===== src/rtl/mem_wb_pipe.sv =====
// mem_wb_pipe: MEM->WB pipeline stage register for NUM_LANES issue lanes.
// It also carries HI/LO and the LL/SC bit, holds the architectural LLbit
// with a WB-stage bypass, and counts retired instructions.
//
// Ports:
//   clk, reset                 clock, synchronous active-high reset
//   stall[STALL_W-1:0]         pipeline stall vector (this stage = STAGE)
//   flush                      exception flush, clears the stage register
//   cnt_clr                    synchronous clear of retired_cnt
//   mem_*                      MEM-stage results (lane i at [i*W +: W])
//   wb_*                       registered copies of mem_*
//   llbit_out                  current LLbit, bypassing the pending WB update
//   retired_cnt                count of valid instructions loaded into WB
module mem_wb_pipe #(
  parameter int unsigned NUM_LANES = 2,
  parameter int unsigned DATA_W    = 32,
  parameter int unsigned ADDR_W    = 5,
  parameter int unsigned STALL_W   = 6,
  parameter int unsigned STAGE     = 5,
  parameter int unsigned CNT_W     = 32
) (
  input  logic                          clk,
  input  logic                          reset,
  input  logic [STALL_W-1:0]            stall,
  input  logic                          flush,
  input  logic                          cnt_clr,
  input  logic [NUM_LANES-1:0]          mem_valid,
  input  logic [NUM_LANES-1:0]          mem_we,
  input  logic [NUM_LANES*ADDR_W-1:0]   mem_waddr,
  input  logic [NUM_LANES*DATA_W-1:0]   mem_wdata,
  input  logic                          mem_whilo,
  input  logic [DATA_W-1:0]             mem_hi,
  input  logic [DATA_W-1:0]             mem_lo,
  input  logic                          mem_LLbit_we,
  input  logic                          mem_LLbit_value,
  output logic [NUM_LANES-1:0]          wb_valid,
  output logic [NUM_LANES-1:0]          wb_we,
  output logic [NUM_LANES*ADDR_W-1:0]   wb_waddr,
  output logic [NUM_LANES*DATA_W-1:0]   wb_wdata,
  output logic                          wb_whilo,
  output logic [DATA_W-1:0]             wb_hi,
  output logic [DATA_W-1:0]             wb_lo,
  output logic                          wb_LLbit_we,
  output logic                          wb_LLbit_value,
  output logic                          llbit_out,
  output logic [CNT_W-1:0]              retired_cnt
);

  typedef enum logic [2:0] {
    ACT_RESET,
    ACT_FLUSH,
    ACT_HOLD,
    ACT_BUBBLE,
    ACT_LOAD
  } act_e;

  act_e             act;
  logic             llbit_q;
  logic [CNT_W-1:0] inc;

  // One action per edge; flush outranks our own stall bit.
  always_comb begin
    act = ACT_LOAD;
    if (reset)                 act = ACT_RESET;
    else if (flush)            act = ACT_FLUSH;
    else if (stall[STAGE])     act = ACT_HOLD;
    else if (stall[STAGE-1])   act = ACT_BUBBLE;
  end

  // Only instructions actually entering WB are counted.
  always_comb begin
    inc = '0;
    if (act == ACT_LOAD) begin
      for (int unsigned i = 0; i < NUM_LANES; i++) begin
        inc = inc + CNT_W'(mem_valid[i]);
      end
    end
  end

  always_ff @(posedge clk) begin
    case (act)
      ACT_LOAD: begin
        wb_valid       <= mem_valid;
        wb_we          <= mem_we;
        wb_waddr       <= mem_waddr;
        wb_wdata       <= mem_wdata;
        wb_whilo       <= mem_whilo;
        wb_hi          <= mem_hi;
        wb_lo          <= mem_lo;
        wb_LLbit_we    <= mem_LLbit_we;
        wb_LLbit_value <= mem_LLbit_value;
      end
      ACT_HOLD: ;
      default: begin
        // reset, flush and bubble all present an empty slot
        wb_valid       <= '0;
        wb_we          <= '0;
        wb_waddr       <= '0;
        wb_wdata       <= '0;
        wb_whilo       <= 1'b0;
        wb_hi          <= '0;
        wb_lo          <= '0;
        wb_LLbit_we    <= 1'b0;
        wb_LLbit_value <= 1'b0;
      end
    endcase
  end

  // A flush discards the LL reservation even if WB is committing one now.
  always_ff @(posedge clk) begin
    if (reset || flush) llbit_q <= 1'b0;
    else if (wb_LLbit_we) llbit_q <= wb_LLbit_value;
  end

  always_comb begin
    if (flush)            llbit_out = 1'b0;
    else if (wb_LLbit_we) llbit_out = wb_LLbit_value;
    else                  llbit_out = llbit_q;
  end

  always_ff @(posedge clk) begin
    if (reset)        retired_cnt <= '0;
    else if (cnt_clr) retired_cnt <= inc;
    else              retired_cnt <= retired_cnt + inc;
  end

endmodule

===== config.mk =====
export PLATFORM = sky130hd
export DESIGN_NAME = mem_wb_pipe
export DESIGN_NICKNAME = d
export VERILOG_FILES = /design/src/rtl/mem_wb_pipe.sv
export SDC_FILE = /design/constraint.sdc
export NUM_CORES = 1
export LEC_CHECK = 0
export BUFFER_PORTS_ARGS = -buffer_cell sky130_fd_sc_hd__buf_2
export CORE_ASPECT_RATIO = 0.7
export CORE_UTILIZATION = 36
export CTS_CLUSTER_DIAMETER = 80
export DETAILED_ROUTE_END_ITERATION = 12
export PLACE_DENSITY_LB_ADDON = 0.3
export SYNTH_ARGS = -nofsm -noshare
export SYNTH_HDL_FRONTEND = slang
export SYNTH_SLANG_ARGS = --single-unit

===== constraint.sdc =====
create_clock -name clk -period 10.2 [get_ports clk]
set_input_delay 2.04 -clock clk [delete_from_list [all_inputs] [get_ports clk]]
set_output_delay 2.04 -clock clk [all_outputs]
set_load 0.03 [all_outputs]

# Yosys cells after proc, flatten, opt, wreduce, memory -nomap -nowiden
# Index checks and enable logic that the tools add are counted.
[word_totals] register_bits=178 input_bits=155 wordCells=33 output_inout_bits=178
[classes] n_eq_ne=2 addsub=2 reduce_logical=1 muxes=17
[op_table] op="case mux 32 bit (2 select lines)" n=2
[op_table] op="case mux 64 bit (2 select lines)" n=1
[op_table] op="adder 32 bit" n=1
[op_table] op="2-to-1 mux 32 bit" n=1
[op_table] op="case mux 10 bit (2 select lines)" n=1
[op_table] op="2-to-1 mux 3 bit" n=4
[op_table] op="case mux 2 bit (2 select lines)" n=2
[op_table] op="case mux 1 bit (2 select lines)" n=3
[op_table] op="equality test 3 x 2 -> 1 bit, second input constant" n=1
[op_table] op="equality test 3 bit, second input constant" n=1
[op_table] op="adder 1 x 1 -> 2 bit" n=1
[op_table] op="2-to-1 mux 1 bit" n=2
[op_table] op="2-to-1 mux 2 bit" n=1
[op_table] op="logical OR 1 bit" n=1

# Depth between registers and ports, before layout
[depth] word_depth=8 mapped_depth=11 ltp_nobuf=9

# Least setup slack after synthesis
# OpenSTA, ideal clock, no wires.
[synth_timing] path_type="input-to-reg" start="input reset" end="register wb_LLbit_value (enable)" path_buffers=1 stages=3 setup_ns=0.511 t_arrival_ns=5.400 slack_ns=4.288 path_cell_list="clkbuf_1 > nor2_1 > nand2_1"
[synth_via] elab_chain_len=2
[synth_rtl] element="start, declared" line="23" text="input logic reset,"
[synth_rtl] element="2-to-1 mux 3 bit" line="64" text="if (reset) act = ACT_RESET;"
[synth_rtl] element="equality test 3 x 2 -> 1 bit" line="81" text="case (act)"
[synth_rtl] element="end signal, assigned" line="91" text="wb_LLbit_value <= mem_LLbit_value;"
[synth_rtl] element="end, declared" line="44" text="output logic wb_LLbit_value,"
# No other way between the ends.
# A chain may end at the register's enable or synchronous reset.

# Final worst setup path
[layout_timing] start="input reset" end="register retired_cnt[26]"
[layout_via] elab_chain_len=5
[layout_rtl] element="2-to-1 mux 3 bit" line="64"
[layout_rtl] element="equality test 3 bit" line="73" text="if (act == ACT_LOAD) begin"
[layout_rtl] element="2-to-1 mux 2 bit" line="73"
[layout_rtl] element="adder 32 bit" line="124" text="else retired_cnt <= retired_cnt + inc;"
[layout_rtl] element="2-to-1 mux 32 bit" line="123" text="else if (cnt_clr) retired_cnt <= inc;"
[layout_rtl] element="end signal, assigned" line="123"
[layout_rtl] element="end signal, assigned" line="124"
[layout_rtl] element="end, declared" line="46" text="output logic [CNT_W-1:0] retired_cnt"
# Several ways; a longest one is shown, not always the timed one.

==> summary.md <==
| Metric | Value |
|---|---|
| # rows | `42` |
| Post-Route Skew | `0.00942 ns` |
| Asr flop ratio synth | `0%` |
| Share of cells above drive strength 1 | `44.1%` |
| # IOs | `between 300 and 400` |
| Vias in the first global route | `4691` |
| # hold bufs at CTS | `0` |
| Arr. time, crit path | `about 4.9 ns` |
| EDFF count, synth | `roughly 150` |
| VDD IR-drop max | `0.0735 mV` |
| Worst slew margin | `between 30% and 40%` |
| Largest area contributor in the synthesized netlist | `edfxtp_1` |
| Post-CTS sizing | `0` |
| DRT Wirelength | `approximately 17 mm` |
| Power per cell area | `~170 nW/um^2` |
| Worst Path Class, Setup | `input port to flop` |
| CTS H-Tree Depth | `4` |
| Register area share after synthesis | `71.5%` |
| Tcrit/Tclk final | `roughly 44%` |
| Mapped Cells | `500` |
| Top post-synthesis cells by area | `edfxtp_1 (62%), and2_1 (13%), dfxtp_1 (9.4%)` |
| Crit path launch type | `input port` |
| Endpoints failing setup | `0` |
| DP HPWL | `about 12 mm` |
| Post-DRT Antenna Nets | `0` |
| Vias | `4973` |
| CTS tree | `built` |
| Min Tclk post-route | `around 4.5 ns` |
| Commonest non-fill, non-tap cell in the layout | `buf_2` |
| Worst-case clock buffer depth | `2` |
| Routability cong. | `around 0.74` |
| Placeable Area | `~19000 sq um` |
| Nets | `between 900 and 1000` |
| Clock slew at reported path FFs | `roughly 0.070 ns` |
| Hold slack | `0.489 ns` |
| Syn Std Cell Area | `7010 sq um` |
| Clock sinks | `between 150 and 200` |
| CP Capture Type | `flop` |
| Tightest Pin Transition | `slightly above 1 ns` |
| Global Route Usage Sum | `approximately 17%` |
| Overflow after GRT | `0` |
| Status | `completed` |
| Via density | `between 4 and 5` |
| Die width | `about 170 um` |
| Clock power share | `about two fifths` |
| Worst hold start | `retired_cnt[31]$_SDFF_PP0_` |
| Post-CTS Setup Bufs | `0` |
| Power Internal | `between 1 and 1.5 mW` |
| Switching share of power | `roughly a quarter` |
| Initial antenna violation count | `1` |
| Most frequent cells in the layout | `buf_2 (328), and2_1 (149), edfxtp_1 (145), dfxtp_1 (33)` |
| Die span in y | `119 um` |
| Share of the synthesized area in the top cell type | `roughly 62%` |
| Area growth from synthesis to layout | `35.2%` |
| Flop2flop setup slack | `just under 8 ns` |
| Clock root buffer master | `clkbuf_16` |
| Worst hold endpoint | `retired_cnt[31]$_SDFF_PP0_` |
| Hold path cells | `2` |
| Filler cell count | `approximately 1700` |
| Comb pwr share | `under 10%` |
| Initial DRT Pass Iterations | `4` |
| MaxCap Viol Count | `0` |
| RR Endpoint | `retired_cnt[26]$_SDFF_PP0_` |
| RSZ-0062 raised after global routing | `false` |
| Req. time, crit path | `~11 ns` |
| Global-route wire length before repair | `approximately 25 mm` |
| P_sw | `roughly 400 uW` |
| Worst Hold Class | `flop to flop` |
| Avg WL per Cell | `about 15 um` |
| Port Buffers | `328` |
| Drt first-iter violations | `around 240` |
| CP max FO | `16` |
| Yosys Warn Count | `0` |
| Fmax | `between 200 and 250 MHz` |
| R2R Path Start | `retired_cnt[0]$_SDFF_PP0_` |
| CTS Buf Count | `17` |
| Largest net degree at the start of global routing | `approximately 130` |
| Initial Utilization | `about 37%` |
| Syn nets | `around 660` |
| Unique masters post-synth | `38` |
| Max-slew violations | `0` |
| Final hold violation count | `0` |
| Flop pwr share | `slightly above 50%` |
| Syn_area_per_cell | `around 14 sq um` |
| Final Util | `about half` |
| Setup TNS | `0 ns` |
| Clock latency at the later pin of the worst-skew pair | `around 0.42 ns` |
| R2R cell count | `7` |
| #FFs+latches synth | `178` |
| Residual DRC | `0` |
| Leak pwr | `about 4.4 nW` |
| Die area | `around 20000 sq um` |
| Main flop type after synthesis | `edfxtp_1` |
## critical path: stages
cell and delay [ns]:
buf_2 0.16, nor4_2 0.28, buf_4 0.23, and2_1 0.17, ha_1 0.16, inv_1 0.05
fa_1 0.43, and4b_1 0.35, nand3_2 0.26, or4_1 0.54, a21oi_1 0.15
## how the worst max path moves through the flow
stage                     startpoint                    endpoint  slack [ns]  cells after the start
after global routing           reset  retired_cnt[26]$_SDFF_PP0_        5.49                     11
after global placement         reset  retired_cnt[28]$_SDFF_PP0_        5.31                     11
final                          reset  retired_cnt[26]$_SDFF_PP0_        5.70                     11
after detailed placement       reset  retired_cnt[28]$_SDFF_PP0_        5.26                     11
after CTS                      reset  retired_cnt[26]$_SDFF_PP0_        5.70                     11
after floorplan                reset    wb_LLbit_value$_DFFE_PP_        4.29                      3
## metrics by stage
| stage | power [mW] | instance area (sq um) | setup slack (ns) | instances |
|---|---|---|---|---|
| 6_report | 1.61 | 9480 | 5.70 | 1101 |
| 4_1_cts | 1.63 | 9470 | 5.70 | 1100 |
| 3_5_place_dp | 0.988 | 8900 | 5.26 | 1068 |
| 3_3_place_gp | 0.987 | 8900 | 5.31 | 1068 |
| 5_1_grt | 1.67 | 9470 | 5.49 | 1100 |
| 2_1_floorplan | 0.926 | 7010 | 4.29 | 500 |
## synth_stat cells, types with 2 or more instances
library cell	count
nand3_1	8
or3_1	8
nor2b_1	2
edfxtp_1	145
xnor2_1	2
nor4_1	2
buf_2	2
ha_1	3
buf_6	2
nor3_1	3
and4_1	5
mux2i_1	3
nand4_1	13
clkbuf_1	21
nor4_2	2
dfxtp_1	33
o21ai_0	5
and2_1	149
inv_1	5
xor2_1	10
or4_1	9
nand2_1	12
nor2_1	17
o31ai_1	9
nand3_2	2
a21oi_1	16
## registers in the layout, indices dropped and copies added (netlist names)
register and cells:
wb_lo 32, wb_LLbit_we 1, retired_cnt 32, wb_LLbit_value 1, wb_wdata 64, wb_valid 2
llbit_q 1, wb_we 2, wb_hi 32, wb_whilo 1, wb_waddr 10
## metal layers
metal	routed length, um	up-vias	global-route usage (%)
met3	1300	10	5.29
met4	208	0	5.23
met5	0	-	0
met2	7930	196	27.3
met1	7270	2332	20.7
li1	-	2435	-
## cell families after synthesis
| group | count (synthesis) | synth area share (%) |
|---|---|---|
| AND/OR/NAND/NOR | 238 | 20.9 |
| AO/OA/AOI/OAI | 33 | 2.82 |
| flip-flops | 178 | 71.5 |
| buffers and inverters | 32 | 1.98 |
| XOR/XNOR | 12 | 1.50 |
| adder cells (fa/ha/maj) | 4 | 0.821 |
| multiplexers | 3 | 0.428 |
## layout make-up
| cell class | count | area, sq um | area share [%] |
|---|---|---|---|
| sequential | 178 | 5010 | 52.9 |
| inverter | 5 | 18.8 | 0.198 |
| timing repair buffer | 331 | 1660 | 17.6 |
| clock inverter | 14 | 145 | 1.53 |
| clock buffer | 18 | 429 | 4.53 |
| antenna | 1 | 2.50 | 0.0264 |
| tap | 264 | 330 | 3.49 |
| multi-input combinational | 290 | 1870 | 19.8 |
## power groups by stage
stage / logic (mW) / registers, mW / clock network [mW]
after CTS: 0.150 / 0.822 / 0.658
after floorplan: 0.0184 / 0.907 / 0
final: 0.148 / 0.822 / 0.640
after global placement: 0.150 / 0.836 / 0
after global routing: 0.157 / 0.825 / 0.689
after detailed placement: 0.150 / 0.838 / 0
No activity file was read; power rests on OpenSTA's default activity.
